File: config.mk
export PLATFORM = sky130hd
export DESIGN_NAME = keyboard_scan_encoder
export DESIGN_NICKNAME = d
export VERILOG_FILES = /design/src/rtl/keyboard_scan_encoder.sv
export SDC_FILE = /design/constraint.sdc
export NUM_CORES = 1
export LEC_CHECK = 0
export BUFFER_PORTS_ARGS = -buffer_cell sky130_fd_sc_hd__buf_2
export CORE_MARGIN = 1.5
export CORE_UTILIZATION = 50
export DETAILED_ROUTE_END_ITERATION = 7
export MAX_ROUTING_LAYER = met4
export PLACE_DENSITY = 0.73
export SETUP_SLACK_MARGIN = 0.5
export SYNTH_ARGS = -nofsm -noshare
export SYNTH_HDL_FRONTEND = slang
export SYNTH_SLANG_ARGS = --single-unit
export TNS_END_PERCENT = 30
File: constraint.sdc
create_clock -name clk -period 1.8 [get_ports clk]
set_input_delay 0.54 -clock clk [delete_from_list [all_inputs] [get_ports clk]]
set_output_delay 0.54 -clock clk [all_outputs]
set_load 0.02 [all_outputs]
File: src/rtl/keyboard_scan_encoder.sv
// keyboard_scan_encoder
//   Turns four debounced key levels (up/down/left/right) into a PS/2 set-2
//   style byte stream. A press emits the make code. A release emits 0xF0 and
//   then the make code. When REPEAT_CYCLES > 0, held keys re-emit their make
//   code periodically (typematic repeat).
//
// Ports
//   clk        in   system clock
//   rst        in   asynchronous reset, active low
//   key_up     in   key level, 1 = held (index 0)
//   key_down   in   key level, 1 = held (index 1)
//   key_left   in   key level, 1 = held (index 2)
//   key_right  in   key level, 1 = held (index 3)
//   scan_code  out  emitted byte; holds its last value between strobes
//   scan_ready out  one-clock strobe per emitted byte
//   busy       out  high whenever the sequencer is not idle
module keyboard_scan_encoder #(
    parameter logic [7:0] CODE_UP       = 8'h1D,
    parameter logic [7:0] CODE_DOWN     = 8'h1B,
    parameter logic [7:0] CODE_LEFT     = 8'h1C,
    parameter logic [7:0] CODE_RIGHT    = 8'h23,
    parameter int         GAP_CYCLES    = 4,
    parameter int         REPEAT_CYCLES = 0
) (
    input  logic       clk,
    input  logic       rst,
    input  logic       key_up,
    input  logic       key_down,
    input  logic       key_left,
    input  logic       key_right,
    output logic [7:0] scan_code,
    output logic       scan_ready,
    output logic       busy
);

    typedef enum logic [1:0] {IDLE, GAP, PFX_GAP, BRK_CODE} state_t;

    localparam int            GW        = (GAP_CYCLES > 1) ? $clog2(GAP_CYCLES) : 1;
    localparam logic [GW-1:0] GAP_LAST  = GW'(GAP_CYCLES - 1);
    localparam logic [7:0]    BREAK_PFX = 8'hF0;

    function automatic logic [7:0] code_of(input logic [1:0] idx);
        case (idx)
            2'd0:    code_of = CODE_UP;
            2'd1:    code_of = CODE_DOWN;
            2'd2:    code_of = CODE_LEFT;
            default: code_of = CODE_RIGHT;
        endcase
    endfunction

    logic [3:0]    key_in;
    logic [3:0]    key_q;
    logic [3:0]    press, release_ev;
    logic [3:0]    press_pend_q, press_pend_d;
    logic [3:0]    rel_pend_q, rel_pend_d;
    logic [3:0]    serve_press, serve_rel;
    state_t        state_q, state_d;
    logic [GW-1:0] gap_cnt_q, gap_cnt_d;
    logic [1:0]    idx_q, idx_d;
    logic [7:0]    scan_code_q, scan_code_d;
    logic          scan_ready_q, scan_ready_d;
    logic          sel_valid, sel_press;
    logic [1:0]    sel_idx;
    logic          rpt_fire;

    assign key_in     = {key_right, key_left, key_down, key_up};
    assign press      = key_in & ~key_q;
    assign release_ev = ~key_in & key_q;

    // Typematic counter: runs only while keys are steadily held. Any edge or
    // an all-released keyboard restarts the period from zero.
    generate
        if (REPEAT_CYCLES > 0) begin : g_repeat
            localparam int            RW       = $clog2(REPEAT_CYCLES + 1);
            localparam logic [RW-1:0] RPT_LAST = RW'(REPEAT_CYCLES - 1);
            logic [RW-1:0] rpt_cnt_q;
            logic          any_edge;

            assign any_edge = |(press | release_ev);
            assign rpt_fire = !any_edge && (|key_q) && (rpt_cnt_q == RPT_LAST);

            always_ff @(posedge clk or negedge rst) begin
                if (!rst) begin
                    rpt_cnt_q <= '0;
                end else if (any_edge || !(|key_q) || rpt_cnt_q == RPT_LAST) begin
                    rpt_cnt_q <= '0;
                end else begin
                    rpt_cnt_q <= rpt_cnt_q + 1'b1;
                end
            end
        end else begin : g_no_repeat
            assign rpt_fire = 1'b0;
        end
    endgenerate

    // Lowest-index key with anything pending wins; its press goes before its
    // release so that a short tap is reproduced in full.
    always_comb begin
        sel_valid = 1'b0;
        sel_press = 1'b0;
        sel_idx   = 2'd0;
        for (int i = 3; i >= 0; i--) begin
            if (press_pend_q[i] || rel_pend_q[i]) begin
                sel_valid = 1'b1;
                sel_press = press_pend_q[i];
                sel_idx   = 2'(i);
            end
        end
    end

    // Pending flags: the served flag is cleared and new events are OR-ed in
    // on the same edge, so an event landing during service is not lost.
    always_comb begin
        serve_press = '0;
        serve_rel   = '0;
        if (state_q == IDLE && sel_valid) begin
            if (sel_press) serve_press = 4'b0001 << sel_idx;
            else           serve_rel   = 4'b0001 << sel_idx;
        end
        press_pend_d = (press_pend_q & ~serve_press) | press | (rpt_fire ? key_q : 4'b0000);
        rel_pend_d   = (rel_pend_q & ~serve_rel) | release_ev;
    end

    // State register
    always_ff @(posedge clk or negedge rst) begin
        if (!rst) begin
            state_q      <= IDLE;
            gap_cnt_q    <= '0;
            idx_q        <= 2'd0;
            key_q        <= 4'b0000;
            press_pend_q <= 4'b0000;
            rel_pend_q   <= 4'b0000;
            scan_code_q  <= 8'h00;
            scan_ready_q <= 1'b0;
        end else begin
            state_q      <= state_d;
            gap_cnt_q    <= gap_cnt_d;
            idx_q        <= idx_d;
            key_q        <= key_in;
            press_pend_q <= press_pend_d;
            rel_pend_q   <= rel_pend_d;
            scan_code_q  <= scan_code_d;
            scan_ready_q <= scan_ready_d;
        end
    end

    // Next-state logic. Both wait states last exactly GAP_CYCLES clocks, so
    // consecutive strobes are always GAP_CYCLES+1 clocks or more apart.
    always_comb begin
        state_d   = state_q;
        gap_cnt_d = gap_cnt_q;
        idx_d     = idx_q;
        case (state_q)
            IDLE: begin
                if (sel_valid) begin
                    state_d   = sel_press ? GAP : PFX_GAP;
                    idx_d     = sel_idx;
                    gap_cnt_d = '0;
                end
            end
            GAP: begin
                if (gap_cnt_q == GAP_LAST) state_d = IDLE;
                else                       gap_cnt_d = gap_cnt_q + 1'b1;
            end
            PFX_GAP: begin
                if (gap_cnt_q == GAP_LAST) state_d = BRK_CODE;
                else                       gap_cnt_d = gap_cnt_q + 1'b1;
            end
            default: begin
                state_d   = GAP;
                gap_cnt_d = '0;
            end
        endcase
    end

    // Output logic: values registered into scan_code_q / scan_ready_q.
    always_comb begin
        scan_code_d  = scan_code_q;
        scan_ready_d = 1'b0;
        if (state_q == IDLE && sel_valid) begin
            scan_code_d  = sel_press ? code_of(sel_idx) : BREAK_PFX;
            scan_ready_d = 1'b1;
        end else if (state_q == BRK_CODE) begin
            scan_code_d  = code_of(idx_q);
            scan_ready_d = 1'b1;
        end
    end

    assign scan_code  = scan_code_q;
    assign scan_ready = scan_ready_q;
    assign busy       = (state_q != IDLE);

endmodule

==> impl_metrics.toml, run 1 <==
[outcome]
outcome = "finished with violations"
violations = "negative setup slack"

[min_path]
hp-class = "in2async"

[logic_synthesis]
syn-num-nets = 129
ys_seq_area_share_pct = 50.8
synth_edf_count = 0
syn_inst = 118
ys_seq_elements = 26
synth-warning-count = 0
yosys_most_used_dff = "dfrtp_1"
yosys.area.top_type = "dfrtp_1"
avgSynthCellArea_um2 = 10.9
async_flop_share_pct = 100
syn_area_mm2 = 0.00128
synthTopCellsByArea = "dfrtp_1 (51%), ha_1 (4.9%), inv_1 (3.2%), a22o_1 (2.7%), o21ai_0 (2.7%)"
synthDistinctLibCells = 39
yosys.area.top_type_share_pct = 50.8

[final_layout]
drive_gt1_share_pct = 55.8
fin_cells = 195
diodes = 0
multiInputGateArea_um2 = 803
nNetsFinal = 177
regArea_um2 = 652
area_growth_syn_to_layout_pct = 58.1
final_util_pct = 82.5
final_area_mm2 = 0.00203
num-fill-cells = 125

[setup_path]
slowest_delay_ps = 430
r2r_cells = 7
critPathLaunchType = "register"
cp_cell_sequence = "inv_2 > ha_4 > clkinvlp_4 > buf_6"
critPathKind = "reg2out"
end_kind = "output pin"
r2r_slack_ps = 10
crit_family = "flip-flops"
cp_slowest_cell = "dfrtp_1"
cp-startpoint = "state_q[0]"
critical_path_depth = 4
cp_max_fo = 2
critPathRequiredTime_ps = 1260
endpoint = "busy"
r2r_start = "state_q[0]"
cp_data_arrival_time_ps = 1280
r2r_end = "state_q[1]"
crit_buf_inv = 3

[sta]
setup_ws_ps = -23.1
clock_skew_ps = 4.18
tightest_slew_ps = 577
hold_violations = 0
max-slew-margin-rel_pct = 61.6
period_needed_ps = 1820
setup_viol = 1
report.final.slew_viol_count = 0
grt_setup_unrepaired = "yes"
period_share_pct = 101
achievable-frequency_mhz = 549

[clock_network]
clockBufferDepth = 2
cts.sinks = 26
tritoncts = "yes"
cts_buffers = 3
clk_latency_ps = 350
root_buffer = "clkbuf_4"
path_clk_slew_ps = 150
htreeDepth = 1

[routing]
drc = 0
via_per_inst = 5.90
detail-route-antenna-nets = 0
wire_per_inst_um = 19.1
num_vias = 1150
wl_um = 3720
drtPass1Iterations = 4
drt_iter0_markers = 26

[floorplan]
start_util_pct = 52.2
core_area_mm2 = 0.00245
rows = 18
die_y_um = 53.6
ios = 16
dieArea_mm2 = 0.00288
die_x_um = 53.6

[placed_design]
placed_cells = 169
port_buffers = 15
dp_hpwl_um = 1930
place_area_mm2 = 0.00145
place_congestion = 0.818

[global_route]
grt_max_degree = 27
track_usage_pct = 25.0
overflow = 0
grt_pass1_vias = 1034
grt_antenna_before_repair = 0
grt_pass1_wl_um = 4870

[power]
leakage_nw = 0.901
p_per_area_mw_per_mm2 = 1840
ir_drop_uv = 1510

[job]
maxCapViolations = 0
==> placed cells by master (no fill, tap or decap), types with 2 or more instances in the layout <==
cell type  instances
a21o_1             2
or4_4              2
nor2_1             5
o21ai_0            3
nand2b_4           2
nand2_4            3
o21ai_1            4
buf_4             16
nor3_4             2
nor2_4             3
a22o_1             4
inv_1              7
nand3_1            2
buf_2              5
ha_1               4
dfrtp_1           25
a31oi_4            2
clkbuf_4           3
buf_6             24
a21oi_1            3
a21oi_2            2
inv_2              3
nand3_2            2
nand2_1            4
==> flip-flops by register name, summed over array words and instances, names as in the netlist <==
signal        flops
state_q           2
key_q             4
press_pend_q      4
gap_cnt_q         2
scan_ready        1
scan_code         7
rel_pend_q        4
idx_q             2
==> routing by layer <==
metal	share of wire (%)	up-vias	track usage, %
met5	0	-	-
met4	2.3	0	11.5
met3	2.9	8	3.33
met2	53	29	40.3
met1	42	584	31.2
li1	-	529	-
==> cell families after synthesis <==
logic type | count (synthesis) | synth area share (%)
compound gates | 40 | 24.9
fa+ha+maj | 5 | 4.88
buf+inv | 14 | 5.76
flops | 26 | 50.8
simple gates | 33 | 13.7
==> cell usage after synthesis, drive strengths merged, types with 2 or more instances <==
| cell | number |
|---|---|
| o2bb2ai | 2 |
| nor3 | 3 |
| a21oi | 5 |
| nand2 | 7 |
| inv | 11 |
| buf | 2 |
| dfrtp | 26 |
| ha | 5 |
| or2 | 2 |
| a22o | 4 |
| a21o | 2 |
| o21ai | 8 |
| o31ai | 2 |
| nand2b | 3 |
| or4 | 2 |
| nor2 | 9 |
| a31oi | 3 |
| o221ai | 2 |
| nand3 | 4 |
==> stage by stage <==
step / setup slack, ps / hold slack, ps / TNS, ps / power, mW
after floorplan: 95.0 / 244 / 0 / 1.86
after global placement: 86.0 / 474 / 0 / 2.15
after detailed placement: 52.8 / 479 / 0 / 2.21
after CTS: 28.8 / 193 / 0 / 3.04
after global routing: -48.8 / 199 / -66.1 / 3.90
final: -23.1 / 162 / -23.1 / 3.74
==> report_power, final <==
group | total [mW] | internal (mW) | switching (mW) | leakage, nW
sequential | 0.983 | 0.783 | 0.200 | 0.293
clock | 0.419 | 0.226 | 0.193 | 0.0279
combinational | 2.33 | 1.17 | 1.16 | 0.580
total | 3.74 | 2.18 | 1.55 | 0.901
==> cell type report <==
cell class / instances / area share, %
clock buffers: 3 / 1.11
well taps: 30 / 1.85
multi-input cells: 78 / 39.7
clock inverters: 1 / 1.48
repair buffers: 46 / 21.5
inverters: 11 / 2.22
flip-flops and latches: 26 / 32.2
==> repair_timing <==
item	4_1_cts	5_1_grt
cloned	0	0
pin swaps	7	28
gates resized for setup	23	60
setup endpoints to repair	31	32
buffers inserted	15	7
hold buffers	0	0
==> worst min-delay path by stage <==
| stage | from | to | slack, ps | cells after the start |
|---|---|---|---|---|
| 5_1_grt | rst | state_q[1] | 200 | 1 |
| 2_1_floorplan | rst | gap_cnt_q[0] | 240 | 0 |
| 6_report | rst | state_q[1] | 160 | 1 |
| 3_5_place_dp | scan_code[6] | scan_code[6] | 480 | 1 |
| 4_1_cts | rst | state_q[0] | 190 | 1 |
| 3_3_place_gp | scan_code[6] | scan_code[6] | 470 | 1 |
Power figures use the tool's default switching activity.
==> run 2: changes to the inputs <==
Settings changed: PLACE_DENSITY 0.73 to 0.71.
==> impl_metrics.toml, run 2 (synthesis results as in run 1) <==
[outcome]
outcome = "completed"

[power]
p_sw_mw = 1.38
internal_power_mw = 1.97
clock_power_share_pct = 11.8
p_per_area_mw_per_mm2 = 1760
leakage_nw = 0.861
ir_drop_uv = 1230
comb_power_share_pct = 58.9
p_seq_share_pct = 29.3
netSwitchingFraction_pct = 41.3

[floorplan]
die_x_um = 53.6
die_y_um = 53.6
start_util_pct = 52.2
dieArea_mm2 = 0.00288
rows = 18
ios = 16
core_area_mm2 = 0.00245

[global_route]
overflow = 0
grt_pass1_vias = 1045
grt_max_degree = 27
grt_pass1_wl_um = 4600
track_usage_pct = 23.0
grt_antenna_before_repair = 0

[sta]
grt_setup_unrepaired = "yes"
hold_violations = 0
max-slew-margin-rel_pct = 62.5
period_needed_ps = 1770
achievable-frequency_mhz = 567
hold_ws_ps = 184
clock_skew_ps = 1.28
setup_viol = 0
report.final.slew_viol_count = 0
setup_ws_ps = 34.8
period_share_pct = 98.1
tightest_slew_ps = 562

[setup_path]
r2r_end = "gap_cnt_q[0]"
cp_max_fo = 4
crit_buf_inv = 1
r2r_slack_ps = 30
cp_data_arrival_time_ps = 1990
end_kind = "register"
r2r_start = "rel_pend_q[1]"
cp_slowest_cell = "or4_4"
critPathKind = "reg2reg"
slowest_delay_ps = 580
critPathRequiredTime_ps = 2030
crit_family = "simple AND/OR/NAND/NOR gates"
cp_cell_sequence = "or4_4 > buf_6 > nor3_4 > or4b_4 > nand3_2"
critPathLaunchType = "register"
r2r_cells = 5

[routing]
detail-route-antenna-nets = 0
wire_per_inst_um = 18.7
num_vias = 1099
drt_iter0_markers = 22
drc = 0
via_per_inst = 5.81
drtPass1Iterations = 4
wl_um = 3540

[final_layout]
diodes = 0
area_growth_syn_to_layout_pct = 48.8
final_util_pct = 77.7
final_cell_mix = "dfrtp_1 (24), buf_4 (18), buf_6 (16), inv_1 (7), nor2_1 (6)"
nNetsFinal = 171
drive_gt1_share_pct = 50.9
largest_reg_flops = 7
fin_cells = 189
final_common_cell = "dfrtp_1"
num-fill-cells = 131

[clock_network]
htreeDepth = 1
tritoncts = "yes"
hold_buffers = 0
path_clk_slew_ps = 140
cts.sinks = 26
clk_latency_ps = 320
clockBufferDepth = 2
root_buffer = "clkbuf_4"
cts_buffers = 3

[placed_design]
place_ws_ps = 57.4
dp_hpwl_um = 1900
port_buffers = 15
place_congestion = 0.788
placed_cells = 169

[min_path]
hp-class = "in2async"

[job]
maxCapViolations = 0
run 2: cell types whose count changed in the layout (fill, tap and decap cells not counted), sizes merged:
| cell | previous run | this run |
|---|---|---|
| buf | 46 | 40 |
run 2: metrics by stage:
stage	TNS, ps	total power, mW	cell area, µm²
floorplan	0	1.86	1300
global placement	0	2.16	1450
detailed placement	0	2.20	1450
CTS	0	2.90	1690
global route	-78.8	3.55	1910
finish	0	3.35	1910
run 2: power groups by stage:
stage / Combinational, mW / Clock, mW / Sequential (mW)
6_report: 1.97 / 0.397 / 0.981
5_1_grt: 2.11 / 0.429 / 1.01
3_3_place_gp: 1.22 / 0 / 0.939
3_5_place_dp: 1.25 / 0 / 0.956
2_1_floorplan: 0.812 / 0 / 1.04
4_1_cts: 1.54 / 0.407 / 0.954
run 2: worst max path at each step:
stage	from	endpoint	slack, ps	depth (start not counted)
finish	rel_pend_q[1]	gap_cnt_q[0]	30	5
CTS	state_q[0]	busy	50	4
floorplan	state_q[1]	scan_code[4]	100	7
detailed placement	press_pend_q[1]	state_q[1]	60	3
global route	rel_pend_q[0]	gap_cnt_q[0]	-30	5
global placement	press_pend_q[1]	state_q[1]	90	3
run 2: final cells by class:
cell class                      instances  area (µm²)  area share, %
Multi-Input combinational cell         78         758           39.8
Sequential cell                        26         653           34.3
Clock inverter                          1        30.0           1.57
Tap cell                               30        37.5           1.97
Inverter                               11        45.0           2.36
Timing Repair Buffer                   40         360           18.9
Clock buffer                            3        22.5           1.18
run 2: worst register-to-register path: stages, from the launching register on:
cell,delay (ps)
dfrtp_2,460
or4_4,580
buf_6,160
nor3_4,250
or4b_4,180
nand3_2,40
run 2: per-layer routing:
layer | part of all wire [%] | vias up | track usage (%)
li1 | - | 521 | -
met1 | 42 | 538 | 28.7
met2 | 51 | 26 | 37.4
met3 | 3.2 | 14 | 4.17
met4 | 3.7 | 0 | 8.55
met5 | 0 | - | -
run 2: what timing repair did:
action,CTS,global route
hold endpoints to repair,0,0
gates resized for setup,20,44
pin swaps,10,21
buffers inserted,12,4
setup endpoints to repair,31,31
